==> config.mk <==
export PLATFORM = sky130hd
export DESIGN_NAME = lsu_ctrl
export DESIGN_NICKNAME = d
export VERILOG_FILES = /design/src/rtl/lsu_ctrl_pkg.sv /design/src/rtl/lsu_ctrl_lane.sv /design/src/rtl/lsu_ctrl.sv
export SDC_FILE = /design/constraint.sdc
export NUM_CORES = 1
export LEC_CHECK = 0
export ABC_AREA = 1
export CAP_MARGIN = 10
export CELL_PAD_IN_SITES_DETAIL_PLACEMENT = 1
export CELL_PAD_IN_SITES_GLOBAL_PLACEMENT = 2
export CORE_MARGIN = 2
export CORE_UTILIZATION = 22
export DETAILED_ROUTE_END_ITERATION = 7
export GPL_TIMING_DRIVEN = 0
export PLACE_DENSITY = 0.73
export SKIP_LAST_GASP = 1
export SYNTH_ARGS = -nofsm -noshare
export SYNTH_HDL_FRONTEND = slang
export SYNTH_SLANG_ARGS = --single-unit
==> constraint.sdc <==
create_clock -name clk -period 1.6 [get_ports clk]
set_clock_uncertainty 0.15 [all_clocks]
set_input_delay 0.24 -clock clk [delete_from_list [all_inputs] [get_ports clk]]
set_output_delay 0.24 -clock clk [all_outputs]
set_load 0.02 [all_outputs]
==> src/rtl/lsu_ctrl_pkg.sv <==
// rtl/lsu_ctrl_pkg.sv - shared control types: access kinds, LSU FSM states, strobe constants
package lsu_ctrl_pkg;

    typedef enum logic [2:0] {
        LS_NONE    = 3'd0,
        LS_BYTE    = 3'd1,
        LS_BYTE_U  = 3'd2,
        LS_HALFW   = 3'd3,
        LS_HALFW_U = 3'd4,
        LS_WORD    = 3'd5
    } ls_flag_t;

    typedef enum logic [1:0] {
        ST_IDLE = 2'd0,
        ST_REQ  = 2'd1,
        ST_WAIT = 2'd2,
        ST_DONE = 2'd3
    } lsu_state_t;

    localparam logic [3:0] STRB_NONE = 4'b0000;
    localparam logic [3:0] STRB_BYTE = 4'b0001;
    localparam logic [3:0] STRB_HALF = 4'b0011;
    localparam logic [3:0] STRB_WORD = 4'b1111;

endpackage

==> src/rtl/lsu_ctrl_lane.sv <==
// rtl/lsu_ctrl_lane.sv - byte-lane steering: store strobe/replication, load extract and extend
module lsu_lane
    import lsu_ctrl_pkg::*;
(
    input  ls_flag_t    flag,
    input  logic [1:0]  addr_lo,
    input  logic [31:0] wdata,
    input  logic [31:0] rdata,
    output logic [3:0]  strobe,
    output logic [31:0] wdata_rep,
    output logic [31:0] rdata_ext
);

    logic [7:0]  byte_sel;
    logic [15:0] half_sel;

    // pick the addressed byte and halfword out of the returned bus word
    always_comb begin
        byte_sel = rdata[8*addr_lo +: 8];
        half_sel = addr_lo[1] ? rdata[31:16] : rdata[15:0];
    end

    // per-kind strobe, store replication and load extension
    always_comb begin
        strobe    = STRB_NONE;
        wdata_rep = wdata;
        rdata_ext = rdata;
        case (flag)
            LS_BYTE, LS_BYTE_U: begin
                strobe    = STRB_BYTE << addr_lo;
                wdata_rep = {4{wdata[7:0]}};
                rdata_ext = (flag == LS_BYTE) ? {{24{byte_sel[7]}}, byte_sel}
                                              : {24'd0, byte_sel};
            end
            LS_HALFW, LS_HALFW_U: begin
                strobe    = STRB_HALF << {addr_lo[1], 1'b0};
                wdata_rep = {2{wdata[15:0]}};
                rdata_ext = (flag == LS_HALFW) ? {{16{half_sel[15]}}, half_sel}
                                               : {16'd0, half_sel};
            end
            LS_WORD: begin
                strobe = STRB_WORD;
            end
            default: begin
                strobe = STRB_NONE;
            end
        endcase
    end

endmodule

==> src/rtl/lsu_ctrl.sv <==
// rtl/lsu_ctrl.sv - single-outstanding load/store unit controller; LSU_ALIGN_CHECK_EN enables misalignment trapping
module lsu_ctrl
    import lsu_ctrl_pkg::*;
#(
    parameter int ADDR_W = 32
) (
    input  logic              clk,
    input  logic              resetn,
    input  logic              ex_valid,
    input  ls_flag_t          ex_ls_flag,
    input  logic              ex_mem_write,
    input  logic [ADDR_W-1:0] ex_addr,
    input  logic [31:0]       ex_wdata,
    input  logic [4:0]        ex_dst,
    output logic              stall,
    output logic              dreq_valid,
    output logic [ADDR_W-1:0] dreq_addr,
    output logic [3:0]        dreq_strobe,
    output logic [31:0]       dreq_wdata,
    input  logic              dreq_ready,
    input  logic              dresp_valid,
    input  logic [31:0]       dresp_data,
    output logic              wb_valid,
    output logic [4:0]        wb_dst,
    output logic [31:0]       wb_rdata,
    output logic              misalign
);

    lsu_state_t        state_q, state_d;
    ls_flag_t          flag_q;
    logic              write_q;
    logic [ADDR_W-1:0] addr_q;
    logic [31:0]       wdata_q;
    logic [31:0]       rdata_q;
    logic [4:0]        dst_q;
    logic              mis_q;
    logic              accept;
    logic              mis_d;
    logic [3:0]        lane_strobe;

    assign accept = (state_q == ST_IDLE) && ex_valid && (ex_ls_flag != LS_NONE);

`ifdef LSU_ALIGN_CHECK_EN
    // misaligned word/halfword accesses bypass the bus entirely
    assign mis_d = ((ex_ls_flag == LS_WORD) && (ex_addr[1:0] != 2'b00)) ||
                   (((ex_ls_flag == LS_HALFW) || (ex_ls_flag == LS_HALFW_U)) && ex_addr[0]);
`else
    assign mis_d = 1'b0;
`endif

    // the pipeline is released only in the single DONE cycle
    assign stall = ex_valid && (ex_ls_flag != LS_NONE) && (state_q != ST_DONE);

    // state register; reset abandons any access in flight
    always_ff @(posedge clk or negedge resetn) begin
        if (!resetn) state_q <= ST_IDLE;
        else         state_q <= state_d;
    end

    // capture the instruction on accept and the bus response in WAIT
    always_ff @(posedge clk or negedge resetn) begin
        if (!resetn) begin
            flag_q  <= LS_NONE;
            write_q <= 1'b0;
            addr_q  <= '0;
            wdata_q <= '0;
            rdata_q <= '0;
            dst_q   <= '0;
            mis_q   <= 1'b0;
        end else begin
            if (accept) begin
                flag_q  <= ex_ls_flag;
                write_q <= ex_mem_write;
                addr_q  <= ex_addr;
                wdata_q <= ex_wdata;
                dst_q   <= ex_dst;
                mis_q   <= mis_d;
            end
            if ((state_q == ST_WAIT) && dresp_valid) begin
                rdata_q <= dresp_data;
            end
        end
    end

    // next-state and state-decoded outputs
    always_comb begin
        state_d    = state_q;
        dreq_valid = 1'b0;
        wb_valid   = 1'b0;
        misalign   = 1'b0;
        case (state_q)
            ST_IDLE: if (accept) state_d = mis_d ? ST_DONE : ST_REQ;
            ST_REQ: begin
                dreq_valid = 1'b1;
                if (dreq_ready) state_d = ST_WAIT;
            end
            ST_WAIT: if (dresp_valid) state_d = ST_DONE;
            ST_DONE: begin
                wb_valid = !write_q && !mis_q;
                misalign = mis_q;
                state_d  = ST_IDLE;
            end
            default: state_d = ST_IDLE;
        endcase
    end

    lsu_lane u_lane (
        .flag      (flag_q),
        .addr_lo   (addr_q[1:0]),
        .wdata     (wdata_q),
        .rdata     (rdata_q),
        .strobe    (lane_strobe),
        .wdata_rep (dreq_wdata),
        .rdata_ext (wb_rdata)
    );

    assign dreq_addr   = {addr_q[ADDR_W-1:2], 2'b00};
    assign dreq_strobe = write_q ? lane_strobe : STRB_NONE;
    assign wb_dst      = dst_q;

endmodule
==> results of run 1 <==
[per-stage QoR]
step / setup WS, ps / cell area [sq um] / instances / hold slack [ps]
CTS: -616 / 10400 / 1442 / 128
detailed placement: -1150 / 8840 / 1374 / 49.9
finish: -641 / 11400 / 1464 / 152
global route: -703 / 11400 / 1462 / 152
floorplan: -94.2 / 6230 / 817 / -206
global placement: -4590 / 8810 / 1373 / 302
[kinds of logic (layout without fill, tap and decap cells)]
kind of cell / Yosys count / in the layout / synth area share [%]
and+or+nand+nor: 516 / 516 / 35.9
buffers and inverters: 130 / 434 / 11.5
DFF: 107 / 107 / 44.4
AOI/OAI and AO/OA: 33 / 33 / 2.86
muxes: 24 / 24 / 4.48
adders and majority gates: 4 / 4 / 0.830
other: 1 / 5 / 0.0622
[sequential cells by signal, summed over array words and instances, names as in the netlist]
register  count
wdata_q      32
write_q       1
rdata_q      32
addr_q       32
state_q       2
wb_dst        5
flag_q        3
[critical path, cell delays in order (launching register included)]
cell and delay, ps:
dfrtp_2 500, a21oi_4 200, nand2_2 110, buf_12 170, buf_12 150, nand3_1 100
nand3_2 120, buf_6 150
[power groups by stage]
stage,logic [uW],clock network [uW],registers (uW)
after global routing,22500,2630,5560
after floorplan,9210,0,4830
after global placement,15700,0,5130
final,20900,2460,5370
after CTS,18800,2560,5180
after detailed placement,15800,0,5150
[worst min-delay path by stage]
| stage | endpoint | slack (ps) | cells past startpoint |
|---|---|---|---|
| after floorplan | addr_q[0] | -210 | 0 |
| after global placement | wb_dst[2] | 300 | 2 |
| after detailed placement | addr_q[15] | 50 | 1 |
| after CTS | flag_q[2] | 130 | 3 |
| after global routing | flag_q[1] | 150 | 3 |
| final | flag_q[0] | 150 | 3 |
[area by class of cell]
| cell class | count | area [sq um] | share of cell area (%) |
|---|---|---|---|
| Timing Repair Buffer | 290 | 3110 | 27.2 |
| Sequential cell | 107 | 2690 | 23.5 |
| Clock buffer | 9 | 225 | 1.97 |
| Tap cell | 341 | 427 | 3.73 |
| Buffer | 91 | 951 | 8.32 |
| Antenna cell | 2 | 5.00 | 0.0438 |
| Multi-Input combinational cell | 580 | 3760 | 32.9 |
| Clock inverter | 7 | 91.3 | 0.799 |
| Inverter | 37 | 179 | 1.57 |
[cell usage in the layout, fill, tap and decap left out, types with 14 or more instances in the layout]
| master | instances |
|---|---|
| buf_4 | 76 |
| buf_12 | 16 |
| clkbuf_2 | 23 |
| nand2_4 | 28 |
| inv_1 | 16 |
| mux2_2 | 14 |
| buf_6 | 87 |
| clkdlybuf4s50_1 | 105 |
| buf_8 | 16 |
| nand3_2 | 57 |
| dfrtp_1 | 98 |
| nand3_1 | 102 |
| clkbuf_16 | 22 |
| nand2_2 | 90 |
| nand2_1 | 202 |
| o21ai_0 | 15 |
[timing repair]
| action | in CTS | in global routing |
|---|---|---|
| resized for setup | 675 | 246 |
| endpoints found under the setup margin | 213 | 189 |
| gates cloned | 8 | 11 |
| hold endpoints to repair | 41 | 0 |
| setup buffers | 44 | 11 |
| hold buffers | 1 | 0 |
| pin swaps | 33 | 52 |
[Yosys cell counts]
library cell and n:
nand2_1 321, nand3_1 172, dfrtp_1 107, buf_4 44, inv_1 31, clkbuf_1 27
mux2_2 24, o21ai_0 20, buf_2 19, nor2_1 17, a21oi_1 10, ha_1 4
inv_2 4, nand2_2 3, a21oi_2 2, buf_6 2, clkinv_1 2, buf_1 1
conb_1 1, nand4_1 1, nor3_1 1, o21ai_1 1, or2_2 1
[routing by layer]
metal / track usage [%] / vias up / wire length [microns]
met5: 0 / - / 27
met4: 3.98 / 4 / 304
met3: 6.06 / 21 / 2060
met2: 31.4 / 169 / 13600
met1: 23.1 / 3217 / 11600
li1: - / 3179 / -
==> flow_metrics.env, run 1 <==
export IMPL_start_kind="register"
export IMPL_synth_seq_cells=107
export IMPL_synthDistinctLibCells=23
export IMPL_grt_pass1_wl_microns=40900
export IMPL_r2r_end="rdata_q[25]"
export IMPL_yosys_area_top_type_share_pct=44.4
export IMPL_dieArea_sq_um=28800
export IMPL_syn_inst=815
export IMPL_p_sw_share_pct=46.8
export IMPL_nets=1230
export IMPL_track_usage_pct=18.6
export IMPL_tritoncts="yes"
export IMPL_hold_viol=0
export IMPL_dr_first_iter_drc_count=253
export IMPL_power_uw=28800
export IMPL_worstSetupEndpoint="wb_rdata[15]"
export IMPL_reg2reg_slack_ps=-200
export IMPL_layout_setup_ws_ps=-641
export IMPL_setup_worst_path_start="flag_q[0]"
export IMPL_worst_pin_slew_ps=720
export IMPL_setup_tns_ps=-44640
export IMPL_clk_pin_slew_worst_paths_ps=70
export IMPL_ir_drop_mv=0.779
export IMPL_worstPathRequired_ps=1210
export IMPL_fmax_mhz=446
export IMPL_core_sq_um=27000
export IMPL_clockBufferDepth=2
export IMPL_post_route_util_pct=42.4
export IMPL_synth_area_top_cells="dfrtp_1, nand2_1, nand3_1"
export IMPL_syn_area_per_cell_sq_um=7.40
export IMPL_pwr_share_comb_pct=72.8
export IMPL_pin_count=219
export IMPL_slew_headroom_pct=52.0
export IMPL_period_minus_slack_ps=2240
export IMPL_reg2regPathDepth=8
export IMPL_path_class="register to output port"
export IMPL_synth_top_cell_by_area="dfrtp_1"
export IMPL_maxCapViolCount=0
export IMPL_yosysSeqAreaShare_pct=44.4
export IMPL_drive_gt1_share_pct=47.4
export IMPL_area_growth_syn_to_layout_pct=89.5
export IMPL_drtAntennaViolNets=0
export IMPL_fillCellCount=3059
export IMPL_hpwl_microns=18500
export IMPL_finalMaxSlewViolations=0
export IMPL_cts_sinks=107
export IMPL_num_rows=60
export IMPL_clockRootBuffer="clkbuf_16"
export IMPL_p_seq_share_pct=18.7
export IMPL_power_leakage_uw=0.00570
export IMPL_grt_pass1_vias=6935
export IMPL_p_sw_uw=13500
export IMPL_clkPwrFrac_pct=8.6
export IMPL_grt_overflow=0
export IMPL_violations="setup timing"
export IMPL_drt_pass1_iter_count=4
export IMPL_power_internal_uw=15300
export IMPL_setup_viol=158
export IMPL_antenna_found_initial=4
export IMPL_post_route_period_util_pct=140
export IMPL_via_per_inst=4.50
export IMPL_drc=0
export IMPL_crit_path_end_kind="output port"
export IMPL_routed_wl_microns=27600
export IMPL_h_tree_depth=3
export IMPL_die_w_microns=170
export IMPL_rsz0062_at_grt="true"
export IMPL_place_congestion=0.782
export IMPL_die_height_microns=170
export IMPL_crit_fanout=10
export IMPL_arrival_ps=1850
export IMPL_initial_core_util_pct=22.4
export IMPL_min_path_type="input pin to register"
export IMPL_syn_area_sq_um=6030
export IMPL_rr_startpoint="state_q[0]"
export IMPL_ys_warn_count=0
export IMPL_hold_path_startpoint="ex_ls_flag[0]"
export IMPL_outcome="finished with violations"
export IMPL_power_per_cell_area_nw_per_um2=2520
export IMPL_grt_max_degree=67
export IMPL_clk_latency_ps=360
export IMPL_via_count=6590
export IMPL_cts_buffers=9
export IMPL_wl_per_cell_microns=18.8
export IMPL_io_buffers=215
(Power assumes the default switching activity.)
==> inputs of run 2 (changes only) <==
CORE_MARGIN = unset   (was 2)
CTS_CLUSTER_SIZE = 25   (was unset)
==> run 2 against run 1 <==
The flow still finishes with violations (setup timing). Sequential power barely moved. Critical path type unchanged. Hold slack got worse by 5.8 ps. Via count rose by 1.0%. Global-route usage rose by 0.17 points. Fmax rose by 1.9%. Worst setup slack improved by 41 ps. Die area fell by 2.3%. Register-to-register slack barely moved. Count of clock-buffer cells in the layout did not move. Cell count rose by 0.55%. Routed wire length fell by 1.1%. Combinational power barely moved.
==> flow_metrics.env, run 2 (same netlist as run 1, synthesis figures left out) <==
export IMPL_crit_path_end_kind="output port"
export IMPL_wl_per_cell_microns=18.5
export IMPL_place_congestion=0.793
export IMPL_pin_count=219
export IMPL_die_height_microns=168
export IMPL_start_kind="register"
export IMPL_path_class="register to output port"
export IMPL_cp_cell_sequence="inv_4 > nand2_4 > nand2_4 > nand2_8 > buf_12 > clkbuf_16 > nand3_2 > nand2_2 > buf_6"
export IMPL_grt_pass1_wl_microns=40400
export IMPL_grt_pass1_vias=6922
export IMPL_setup_viol=157
export IMPL_drtAntennaViolNets=0
export IMPL_die_w_microns=168
export IMPL_final_common_cell="nand2_1"
export IMPL_period_minus_slack_ps=2200
export IMPL_arrival_ps=1810
export IMPL_outcome="finished with violations"
export IMPL_cp_slowest_cell="dfrtp_2"
export IMPL_num_rows=60
export IMPL_hold_path_startpoint="ex_ls_flag[2]"
export IMPL_post_route_util_pct=42.9
export IMPL_crit_fanout=6
export IMPL_worst_pin_slew_ps=756
export IMPL_finalMaxSlewViolations=0
export IMPL_cp_top_family="buffers and inverters"
export IMPL_reg2regPathDepth=12
export IMPL_reg2reg_slack_ps=-190
export IMPL_tritoncts="yes"
export IMPL_pre_cts_slack_ps=-1160
export IMPL_area_growth_syn_to_layout_pct=91.6
export IMPL_drive_gt1_share_pct=48.8
export IMPL_timing_hold_ws_ps=146
export IMPL_rsz0062_at_grt="true"
export IMPL_via_count=6657
export IMPL_io_buffers=215
export IMPL_hpwl_microns=18300
export IMPL_clk_latency_ps=370
export IMPL_antenna_found_initial=4
export IMPL_maxCapViolCount=0
export IMPL_setup_worst_path_start="flag_q[0]"
export IMPL_fmax_mhz=455
export IMPL_cp_common_cell="nand2_4"
export IMPL_track_usage_pct=18.7
export IMPL_initial_core_util_pct=22.4
export IMPL_slew_headroom_pct=49.6
export IMPL_routed_wl_microns=27300
export IMPL_power_per_cell_area_nw_per_um2=2490
export IMPL_min_path_cells=3
export IMPL_r2r_end="addr_q[0]"
export IMPL_cts_buffers=9
export IMPL_grt_max_degree=60
export IMPL_drt_pass1_iter_count=4
export IMPL_layout_setup_ws_ps=-599
export IMPL_clockBufferDepth=2
export IMPL_final_cell_mix="nand2_1, clkdlybuf4s50_1, nand2_2"
export IMPL_h_tree_depth=3
export IMPL_violations="setup timing"
export IMPL_via_per_inst=4.52
export IMPL_dieArea_sq_um=28100
export IMPL_clockRootBuffer="clkbuf_16"
export IMPL_ir_drop_mv=0.743
export IMPL_min_path_type="input pin to register"
export IMPL_nets=1239
export IMPL_hold_viol=0
export IMPL_grt_overflow=0
export IMPL_drc=0
export IMPL_dr_first_iter_drc_count=204
export IMPL_slowest_delay_ps=490
export IMPL_top_regs="addr_q x32, rdata_q x32, wdata_q x32"
export IMPL_power_leakage_uw=0.00573
export IMPL_crit_buf_inv=4
export IMPL_core_sq_um=27000
export IMPL_cts_sinks=107
export IMPL_worstPathRequired_ps=1210
export IMPL_rr_startpoint="state_q[1]"
export IMPL_post_route_period_util_pct=137
export IMPL_min_to="flag_q[2]"
export IMPL_clk_pin_slew_worst_paths_ps=80
-- run 2: worst min-delay path: stages --
cell	delay [ps]
dlygate4sd2_1	210
inv_2	60
o21ai_2	120
-- run 2: stage by stage --
stage / total power (uW) / cells / instance area (sq um) / TNS (ps)
after floorplan: 14000 / 817 / 6230 / -1610
final: 28800 / 1472 / 11600 / -42850
after CTS: 26100 / 1443 / 10400 / -44360
after global routing: 30600 / 1471 / 11600 / -55270
after global placement: 20800 / 1373 / 8810 / -590210
after detailed placement: 21000 / 1374 / 8840 / -104120
-- run 2: layout make-up --
| class | count | area (sq um) |
|---|---|---|
| buffer | 91 | 1010 |
| clock buffer | 9 | 225 |
| timing repair buffer | 299 | 3100 |
| sequential | 107 | 2690 |
| fill | 3082 | 15400 |
| antenna | 1 | 2.50 |
| inverter | 37 | 169 |
| clock inverter | 7 | 97.6 |
| tap | 341 | 427 |
| multi-input combinational | 580 | 3840 |
-- run 2: where the power goes --
part / internal [uW] / total [uW] / switching (uW)
logic: 10000 / 20900 / 10900
clock network: 1270 / 2500 / 1230
registers: 4010 / 5400 / 1390
total: 15300 / 28800 / 13500
-- run 2: routing by layer --
metal / part of all wire [%] / track usage, % / vias up
met3: 7.6 / 6.29 / 32
met4: 1.7 / 5.07 / 6
li1: - / - / 3202
met2: 48 / 30.6 / 183
met5: 0.14 / 0 / -
met1: 43 / 23.4 / 3234
-- run 2: worst max path at each step --
stage	endpoint	slack, ps	cells after the start
6_report	dreq_wdata[23]	-600	9
5_1_grt	wb_rdata[14]	-710	7
4_1_cts	dreq_wdata[21]	-620	9
3_5_place_dp	stall	-1160	7
3_3_place_gp	rdata_q[28]	-4590	1
2_1_floorplan	wb_rdata[17]	-90	7
-- run 2: repair_timing --
item                                    4_1_cts  5_1_grt
setup buffers                                46       20
hold endpoints to repair                     48        0
resized for setup                           659      274
cloned                                        6       14
endpoints found under the setup margin      213      189
hold buffers                                  1        0
pin swaps                                    43       62
==> inputs of run 3 (changes only) <==
SKIP_LAST_GASP = unset   (was 1)
==> run 3 against run 2 <==
The flow still finishes with violations (setup timing). Sequential share of layout area fell by 0.53 points. Die area did not move. Core utilization rose by 1.0 points. Critical path depth fell by 3. Global-route usage barely moved. Cell count rose by 0.14%. Register-to-register slack barely moved. Sequential cell count did not move. Total power rose by 3.4%. Hold slack got worse by 8.5 ps. Critical endpoint is now wb_rdata[21]. Largest power group unchanged. Highest routed layer unchanged.
==> flow_metrics.env, run 3 (same netlist as run 1, synthesis figures left out) <==
export IMPL_power_leakage_uw=0.00593
export IMPL_grt_pass1_vias=6973
export IMPL_drt_pass1_iter_count=4
export IMPL_final_cell_mix="nand2_1, clkdlybuf4s50_1, nand2_2"
export IMPL_ir_drop_mv=0.771
export IMPL_grt_max_degree=60
export IMPL_via_per_inst=4.55
export IMPL_dieArea_sq_um=28100
export IMPL_rr_startpoint="state_q[1]"
export IMPL_path_class="register to output port"
export IMPL_track_usage_pct=18.8
export IMPL_core_sq_um=27000
export IMPL_pin_count=219
export IMPL_final_common_cell="nand2_1"
export IMPL_die_height_microns=168
export IMPL_hold_path_startpoint="ex_ls_flag[2]"
export IMPL_cts_buffers=9
export IMPL_drtAntennaViolNets=0
export IMPL_outcome="finished with violations"
export IMPL_via_count=6712
export IMPL_min_path_cells=3
export IMPL_clk_latency_ps=370
export IMPL_grt_overflow=0
export IMPL_fmax_mhz=454
export IMPL_io_buffers=215
export IMPL_clockBufferDepth=2
export IMPL_routed_wl_microns=27800
export IMPL_drc=0
export IMPL_wl_per_cell_microns=18.9
export IMPL_finalMaxSlewViolations=0
export IMPL_power_per_cell_area_nw_per_um2=2520
export IMPL_nets=1241
export IMPL_power_uw=29800
export IMPL_antenna_found_initial=4
export IMPL_violations="setup timing"
export IMPL_die_w_microns=168
export IMPL_min_to="flag_q[2]"
export IMPL_slew_headroom_pct=54.4
export IMPL_reg2regPathDepth=12
export IMPL_worstPathRequired_ps=1210
export IMPL_grt_pass1_wl_microns=40400
export IMPL_period_minus_slack_ps=2200
export IMPL_r2r_end="addr_q[0]"
export IMPL_min_path_type="input pin to register"
export IMPL_h_tree_depth=3
export IMPL_cts_sinks=107
export IMPL_dr_first_iter_drc_count=268
export IMPL_area_growth_syn_to_layout_pct=96.0
export IMPL_worst_pin_slew_ps=685
export IMPL_rsz0062_at_grt="true"
export IMPL_arrival_ps=1810
export IMPL_tritoncts="yes"
export IMPL_clockRootBuffer="clkbuf_16"
export IMPL_crit_fanout=10
export IMPL_num_rows=60
export IMPL_maxCapViolCount=0
export IMPL_crit_path_end_kind="output port"
export IMPL_place_congestion=0.793
export IMPL_setup_tns_ps=-46250
export IMPL_setup_viol=168
export IMPL_reg2reg_slack_ps=-200
export IMPL_clk_pin_slew_worst_paths_ps=70
export IMPL_start_kind="register"
export IMPL_layout_setup_ws_ps=-603
export IMPL_initial_core_util_pct=22.4
export IMPL_drive_gt1_share_pct=51.3
export IMPL_hold_viol=0
export IMPL_post_route_period_util_pct=138
export IMPL_hpwl_microns=18300
export IMPL_top_regs="addr_q x32, rdata_q x32, wdata_q x32"
## run 3: repair_timing
action | in CTS | in global routing
pin swaps | 48 | 61
cloned | 6 | 16
endpoints found under the hold margin | 48 | 0
hold buffers | 1 | 0
gates resized for setup | 718 | 285
setup endpoints to repair | 213 | 188
setup buffers | 46 | 21
## run 3: how the worst max path moves through the flow
stage                             start             end  slack (ps)  depth (start not counted)
final                         flag_q[1]    wb_rdata[21]        -600                          6
after global routing        rdata_q[15]    wb_rdata[21]        -700                          8
after CTS                     flag_q[1]  dreq_wdata[29]        -620                          9
after detailed placement  ex_ls_flag[0]           stall       -1160                          7
after global placement           resetn     rdata_q[28]       -4590                          1
after floorplan               addr_q[0]    wb_rdata[17]         -90                          7
## run 3: area by class of cell
type                    count  area [sq um]
well taps                 341           427
fillers                  3031         15100
diodes                      1          2.50
plain buffers              90          1010
inverters                  37           169
flip-flops and latches    107          2690
repair buffers            302          3220
clock inverters             7          97.6
multi-input cells         580          3980
clock buffers               9           225
## run 3: through the flow
stage | utilization, % | setup slack (ps) | cells | area (sq um) | hold slack (ps)
2_1_floorplan | - | -94.2 | 817 | 6230 | -206
5_1_grt | 43.9 | -705 | 1473 | 11800 | 147
3_5_place_dp | 32.8 | -1160 | 1374 | 8840 | 79.2
6_report | 43.9 | -603 | 1474 | 11800 | 138
3_3_place_gp | 32.7 | -4590 | 1373 | 8810 | 304
4_1_cts | 39.4 | -620 | 1443 | 10600 | 123
## run 3: report_power, final
| group | internal, uW | switching [uW] | total, uW |
|---|---|---|---|
| Sequential | 4010 | 1440 | 5450 |
| Clock | 1270 | 1230 | 2490 |
| Combinational | 10600 | 11200 | 21800 |
## run 3: layer usage
metal  wire (microns)  global-route usage [%]  vias to the layer above
li1                 -                       -                     3197
met1            11700                    23.1                     3267
met2            13300                    30.9                      204
met3             2160                    6.41                       38
met4              607                    5.23                        6
met5               38                       0                        -
## run 3: worst max-delay path, cell delays in order (launching register included)
cell and delay (ps):
dfrtp_2 490, buf_4 170, nor3_4 220, nand3_4 150
buf_8 190, nand3_1 70, buf_4 140
